### src/rtl/feedback_echo_pkg.sv
// Shared types and helpers for the feedback_echo delay-line effect.
// FSM state encoding plus a width-parameterised signed saturation function.
package feedback_echo_pkg;

  typedef enum logic [1:0] {
    IDLE  = 2'd0,
    READ  = 2'd1,
    CALC  = 2'd2,
    WRITE = 2'd3
  } state_t;

  // Working width for saturating arithmetic; callers sign-extend into it.
  localparam int unsigned SAT_W = 64;

  // Clamp v to the signed range of a w-bit word (w <= SAT_W-1).
  function automatic logic signed [SAT_W-1:0] sat_fn(
    input logic signed [SAT_W-1:0] v,
    input int unsigned             w
  );
    logic signed [SAT_W-1:0] one;
    logic signed [SAT_W-1:0] hi;
    logic signed [SAT_W-1:0] lo;
    one = SAT_W'(1);
    hi  = (one <<< (w - 1)) - one;
    lo  = ~hi;
    if (v > hi) begin
      return hi;
    end else if (v < lo) begin
      return lo;
    end else begin
      return v;
    end
  endfunction

endpackage

### src/rtl/echo_ram.sv
// Delay-line storage: SIZE x DATA_WIDTH simple dual-port RAM.
// Synchronous write, registered read, array deliberately not reset.
module echo_ram #(
  parameter int unsigned DATA_WIDTH = 32,
  parameter int unsigned SIZE       = 8,
  parameter int unsigned ADDR_WIDTH = 3
) (
  input  logic                  clk_i,
  input  logic                  we_i,
  input  logic [ADDR_WIDTH-1:0] waddr_i,
  input  logic [DATA_WIDTH-1:0] wdata_i,
  input  logic                  re_i,
  input  logic [ADDR_WIDTH-1:0] raddr_i,
  output logic [DATA_WIDTH-1:0] rdata_o
);

  logic [DATA_WIDTH-1:0] mem_q [SIZE];
  logic [DATA_WIDTH-1:0] rdata_q;

  always_ff @(posedge clk_i) begin
    if (we_i) begin
      mem_q[waddr_i] <= wdata_i;
    end
    if (re_i) begin
      rdata_q <= mem_q[raddr_i];
    end
  end

  assign rdata_o = rdata_q;

endmodule

### src/rtl/feedback_echo.sv
// Echo effect: y = sat(x + mix*delayed), one sample per 4-cycle IDLE/READ/CALC/WRITE pass.
// Define FEEDBACK_ECHO_FEEDBACK_EN to write sat(x + fb*delayed) back (IIR); default writes x (FIR).
module feedback_echo
  import feedback_echo_pkg::*;
#(
  parameter int unsigned DATA_WIDTH = 32,
  parameter int unsigned SIZE       = 8,
  parameter int unsigned ADDR_WIDTH = 3,
  parameter int unsigned GAIN_WIDTH = 8
) (
  input  logic                         CLK,
  input  logic                         rst,
  input  logic signed [DATA_WIDTH-1:0] x,
  input  logic                         x_valid,
  output logic                         x_ready,
  input  logic                         en,
  input  logic        [ADDR_WIDTH-1:0] delay_len,
  input  logic        [GAIN_WIDTH-1:0] mix_gain,
  input  logic        [GAIN_WIDTH-1:0] fb_gain,
  output logic signed [DATA_WIDTH-1:0] y,
  output logic                         y_valid
);

  localparam int unsigned           PW     = DATA_WIDTH + GAIN_WIDTH + 1;
  localparam logic [ADDR_WIDTH:0]   SIZE_W = (ADDR_WIDTH + 1)'(SIZE);
  localparam logic [ADDR_WIDTH-1:0] LAST   = ADDR_WIDTH'(SIZE - 1);

  state_t state_q, state_d;
  logic   accept;
  logic   ram_we, ram_re;

  logic signed [DATA_WIDTH-1:0] x_q;
  logic                         en_q;
  logic        [ADDR_WIDTH-1:0] dlen_q;
  logic        [GAIN_WIDTH-1:0] mix_q;
  logic        [ADDR_WIDTH-1:0] rd_addr_q, rd_addr_d;
  logic        [ADDR_WIDTH:0]   addr_wide;
  logic        [ADDR_WIDTH-1:0] wr_ptr_q, wr_ptr_d;
  logic        [ADDR_WIDTH:0]   fill_q, fill_d;
  logic        [DATA_WIDTH-1:0] ram_rdata;

  logic signed [DATA_WIDTH-1:0] d, m, y_calc, w_calc;
  logic signed [PW-1:0]         prod_m;
  logic signed [DATA_WIDTH-1:0] y_q, w_q;
  logic                         y_valid_q;

  always_ff @(posedge CLK or negedge rst) begin
    if (!rst) begin
      state_q <= IDLE;
    end else begin
      state_q <= state_d;
    end
  end

  always_comb begin
    state_d = state_q;
    unique case (state_q)
      IDLE:    if (x_valid) state_d = READ;
      READ:    state_d = CALC;
      CALC:    state_d = WRITE;
      WRITE:   state_d = IDLE;
      default: state_d = IDLE;
    endcase
  end

  always_comb begin
    x_ready = (state_q == IDLE);
    ram_re  = (state_q == READ);
    ram_we  = (state_q == WRITE) && en_q;
  end

  assign accept = x_valid && x_ready;

  // Read address wraps modulo SIZE even when SIZE is not a power of two.
  always_comb begin
    addr_wide = {1'b0, wr_ptr_q} + SIZE_W - {1'b0, delay_len};
    if (addr_wide >= SIZE_W) begin
      addr_wide = addr_wide - SIZE_W;
    end
    rd_addr_d = ADDR_WIDTH'(addr_wide);
  end

  always_comb begin
    wr_ptr_d = (wr_ptr_q == LAST) ? '0 : wr_ptr_q + 1'b1;
    fill_d   = (fill_q == SIZE_W) ? fill_q : fill_q + 1'b1;
  end

  always_ff @(posedge CLK or negedge rst) begin
    if (!rst) begin
      x_q       <= '0;
      en_q      <= 1'b0;
      dlen_q    <= '0;
      mix_q     <= '0;
      rd_addr_q <= '0;
    end else if (accept) begin
      x_q       <= x;
      en_q      <= en;
      dlen_q    <= delay_len;
      mix_q     <= mix_gain;
      rd_addr_q <= rd_addr_d;
    end
  end

  always_ff @(posedge CLK or negedge rst) begin
    if (!rst) begin
      wr_ptr_q <= '0;
      fill_q   <= '0;
    end else if (ram_we) begin
      wr_ptr_q <= wr_ptr_d;
      fill_q   <= fill_d;
    end
  end

  // Locations not yet written since reset read as silence.
  always_comb begin
    d = ((dlen_q == '0) || (fill_q < {1'b0, dlen_q})) ? '0 : signed'(ram_rdata);
    prod_m = PW'(d) * PW'(signed'({1'b0, mix_q}));
    m      = DATA_WIDTH'(prod_m >>> GAIN_WIDTH);
    if (en_q) begin
      y_calc = DATA_WIDTH'(sat_fn(SAT_W'(x_q) + SAT_W'(m), DATA_WIDTH));
    end else begin
      y_calc = x_q;
    end
  end

`ifdef FEEDBACK_ECHO_FEEDBACK_EN
  logic        [GAIN_WIDTH-1:0] fb_q;
  logic signed [PW-1:0]         prod_f;
  logic signed [DATA_WIDTH-1:0] f;

  always_ff @(posedge CLK or negedge rst) begin
    if (!rst) begin
      fb_q <= '0;
    end else if (accept) begin
      fb_q <= fb_gain;
    end
  end

  always_comb begin
    prod_f = PW'(d) * PW'(signed'({1'b0, fb_q}));
    f      = DATA_WIDTH'(prod_f >>> GAIN_WIDTH);
    w_calc = DATA_WIDTH'(sat_fn(SAT_W'(x_q) + SAT_W'(f), DATA_WIDTH));
  end
`else
  logic unused_fb;
  assign unused_fb = ^fb_gain;

  always_comb begin
    w_calc = x_q;
  end
`endif

  always_ff @(posedge CLK or negedge rst) begin
    if (!rst) begin
      y_q       <= '0;
      w_q       <= '0;
      y_valid_q <= 1'b0;
    end else begin
      y_valid_q <= (state_q == CALC);
      if (state_q == CALC) begin
        y_q <= y_calc;
        w_q <= w_calc;
      end
    end
  end

  assign y       = y_q;
  assign y_valid = y_valid_q;

  echo_ram #(
    .DATA_WIDTH(DATA_WIDTH),
    .SIZE      (SIZE),
    .ADDR_WIDTH(ADDR_WIDTH)
  ) u_ram (
    .clk_i  (CLK),
    .we_i   (ram_we),
    .waddr_i(wr_ptr_q),
    .wdata_i(w_q),
    .re_i   (ram_re),
    .raddr_i(rd_addr_q),
    .rdata_o(ram_rdata)
  );

endmodule

### config.mk
export PLATFORM = sky130hd
export DESIGN_NAME = feedback_echo
export DESIGN_NICKNAME = d
export VERILOG_FILES = /design/src/rtl/feedback_echo_pkg.sv /design/src/rtl/echo_ram.sv /design/src/rtl/feedback_echo.sv
export SDC_FILE = /design/constraint.sdc
export NUM_CORES = 1
export LEC_CHECK = 0
export BUFFER_PORTS_ARGS = -buffer_cell sky130_fd_sc_hd__buf_2
export CAP_MARGIN = 30
export CORE_ASPECT_RATIO = 0.75
export CORE_UTILIZATION = 40
export DETAILED_ROUTE_END_ITERATION = 8
export SYNTH_ARGS = -nofsm -noshare
export SYNTH_HDL_FRONTEND = slang
export SYNTH_HIERARCHICAL = 1
export SYNTH_SLANG_ARGS = --single-unit
### constraint.sdc
create_clock -name CLK -period 10 [get_ports CLK]
set_input_delay 1 -clock CLK [delete_from_list [all_inputs] [get_ports CLK]]
set_output_delay 1 -clock CLK [all_outputs]
set_load 0.02 [all_outputs]
==> flow_summary.yaml <==
clock_tree:
  clock-sinks: 409
  cts.reportedPaths.clkPinSlew_ps: 70
  cts_tree: "yes"
  h-tree-depth: 2
  cts_setup_buffers: 0
  cts.repair.resized: 0
  clk_latency_ps: 540
  cts_buffers: 39
  root_buffer: "clkbuf_16"
  clockBufferDepth: 3
  ctsHoldBuffers: 0
layout:
  nets: 2510
  syn_to_final_growth_pct: 13.1
  multi_input_area_mm2: 0.0128
  num-fill-cells: 5763
  layout-drive-gt1-share_pct: 19.2
  diodes: 0
  regArea_mm2: 0.0117
synthesis:
  ys_warn_count: 6
  synth.distinct_cells: 62
  ys_seq_area_share_pct: 45.2
  syn-instance-count: 2004
  synth-edff-count: 288
  synthArstFlopShare_pct: 29.6
  synth_nets: 2375
  syn-mean-instance-area_um2: 12.9
  ys.flop_type: "edfxtp_1"
  synth_seq_cells: 409
  syn_area_mm2: 0.0258
timing:
  grt_setup_unrepaired: "no"
  fmax_ghz: 0.107
  post-route-period-util_pct: 93.8
  slew_headroom_pct: 36.5
  drv_slew: 0
  skew_ps: 17.4
  setup_violations: 0
  hold_viol_final: 0
  tns_ps: 0
  period_needed_ps: 9380
  tightest_slew_ps: 952
detailed_routing:
  remaining_drc_errors: 0
  drt-total-wl_mm: 63.6
  vias: 16300
  postRouteAntennaNets: 0
  avgRoutedWirePerCell_um: 21.0
  dr.first_iter.drc_count: 1157
  drt-vias-per-instance: 5.38
  firstDrtPassIters: 5
hold_path:
  hold_path.class: "input pin to asynchronous set/reset pin"
worst_setup_path:
  path_class: "flop to flop"
  crit_path_frequent_cell: "buf_4"
  cp-start-kind: "flop"
  required_ps: 10430
  slowest_delay_ps: 520
  crit_fanout: 60
  arrival_ps: 9810
  crit_path_end_kind: "flop"
  slowest_stage: "fa_1"
floorplan:
  io_pins: 89
  die_area_mm2: 0.0656
  coreArea_mm2: 0.0637
  die_h_um: 222
  die_w_um: 295
  initial_core_util_pct: 40.6
  rows: 80
placement:
  place_hpwl_mm: 45.7
  place_congestion: 0.899
  portBuffers: 80
grt:
  grt_pass1_wl_mm: 99.4
  grt_pass1_vias: 16800
  grt_usage_pct: 19.9
  gr-total-overflow: 0
  grt_max_degree: 72
  grt_antenna_before_repair: 3
run:
  cap_violations: 0
status:
  status: "finished clean"
==> state kept, by name, indices dropped and copies added (netlist names) <==
| signal | flops |
|---|---|
| mix_q | 8 |
| y | 32 |
| wr_ptr_q | 3 |
| rd_addr_q | 3 |
| en_q | 1 |
| u_ram/mem_q | 256 |
| y_valid | 1 |
| w_calc | 32 |
| dlen_q | 3 |
| state_q | 2 |
| w_q | 32 |
| fill_q | 4 |
| u_ram/rdata_o | 32 |
==> path summary, 6_finish.rpt <==
| path | startpoint | endpoint | slack [ps] | depth (start not counted) |
|---|---|---|---|---|
| setup / recovery | dlen_q[2]$_DFFE_PN0P_ | y[5]$_DFFE_PN0P_ | 620 | 39 |
| hold / removal | rst | wr_ptr_q[2]$_DFFE_PN0P_ | 410 | 1 |
| setup reg to reg | dlen_q[2]$_DFFE_PN0P_ | y[5]$_DFFE_PN0P_ | 620 | 39 |
| hold reg to reg | y[28]$_DFFE_PN0P_ | y[28]$_DFFE_PN0P_ | 480 | 1 |
| max in group asynchronous | rst | w_q[17]$_DFFE_PN0P_ | 8490 | 3 |
| min in group CLK | y[28]$_DFFE_PN0P_ | y[28]$_DFFE_PN0P_ | 480 | 1 |
==> cells in the final DEF (no fill, tap or decap), types with 5 or more instances in the layout <==
cell type	count
nor2_4	8
bufinv_16	6
and4_1	5
mux4_1	40
a221oi_2	10
ha_1	118
clkbuf_16	40
nand3_1	12
edfxtp_1	288
o21a_1	9
buf_4	100
clkinv_2	5
clkinv_1	5
o21ai_0	42
o2bb2ai_1	17
and2_1	10
nor2_1	65
xor2_1	16
buf_2	79
o211ai_1	9
a21oi_1	62
dfrtp_1	119
nor3_1	14
a31oi_1	9
a221oi_1	6
o21bai_1	6
a21o_1	32
mux4_2	24
clkbuf_1	8
fa_1	197
inv_1	256
nand4_1	11
mux2_2	112
a211o_1	5
nand2_1	143
and3_1	154
nand2b_1	18
nor2b_1	5
xnor2_1	39
==> synth_stat cells, types with 12 or more instances <==
cell       count  share of area [%]
mux4_1        40                4.1
mux4_2        24                2.1
o2bb2ai_1     17               0.58
xor2_1        16               0.54
fa_1         197                 15
edfxtp_1     288                 33
nor2_1        73                1.1
dfrtp_1      121                 12
ha_1         119                5.8
o21ai_0       42               0.81
a21o_1        32               0.93
nand2_1      144                2.1
clkbuf_1      62               0.90
nand3_1       12               0.23
nor3_1        17               0.33
nand2b_1      18               0.44
and3_1       154                3.7
xnor2_1       39                1.3
a21oi_1       62                1.2
inv_1        256                3.7
mux2_2       112                4.9
==> kinds of logic after synthesis <==
family | Yosys count | share of synthesized area [%]
multiplexers | 176 | 11.0
AND/OR/NAND/NOR | 462 | 9.06
flip-flops | 409 | 45.2
adder cells (fa/ha/maj) | 316 | 21.0
buffers and inverters | 349 | 5.39
AO/OA/AOI/OAI | 237 | 6.38
XOR/XNOR | 55 | 1.87
==> critical path, delay by kind of cell, from the launching register on <==
family	cells	cell delay, ps
AOI/OAI and AO/OA	15	3370
adders and majority gates	7	2930
buffers and inverters	10	1480
and+or+nand+nor	5	710
DFF	1	380
xor gates and xnor gates	1	180
muxes	1	180
==> metrics by stage <==
step	area, µm²	setup slack, ps	utilization, %	cells	hold slack [ps]
final	29200	620	45.9	3031	407
after global routing	29200	109	45.9	3031	431
after detailed placement	27800	688	43.7	2956	469
after global placement	27800	790	43.6	2955	463
after floorplan	25800	1670	-	2004	448
after CTS	29100	627	45.8	3028	425
==> area by class of cell <==
| class | count | area share, % |
|---|---|---|
| Clock buffer | 50 | 3.63 |
| Clock inverter | 22 | 0.977 |
| Inverter | 257 | 3.30 |
| Multi-Input combinational cell | 1246 | 44.0 |
| Sequential cell | 409 | 40.0 |
| Tap cell | 861 | 3.69 |
| Timing Repair Buffer | 186 | 4.43 |
==> layer usage <==
metal	vias up	part of all wire [%]	global-route usage [%]
met5	-	0.017	0
met4	2	1.8	3.69
met3	79	7.8	4.59
met2	479	44	29.5
met1	8387	47	30.0
li1	7351	-	-
Power is left out: the tool's default activity adds up to more than one toggle a clock period on the data nets, which glitch-free logic cannot reach.
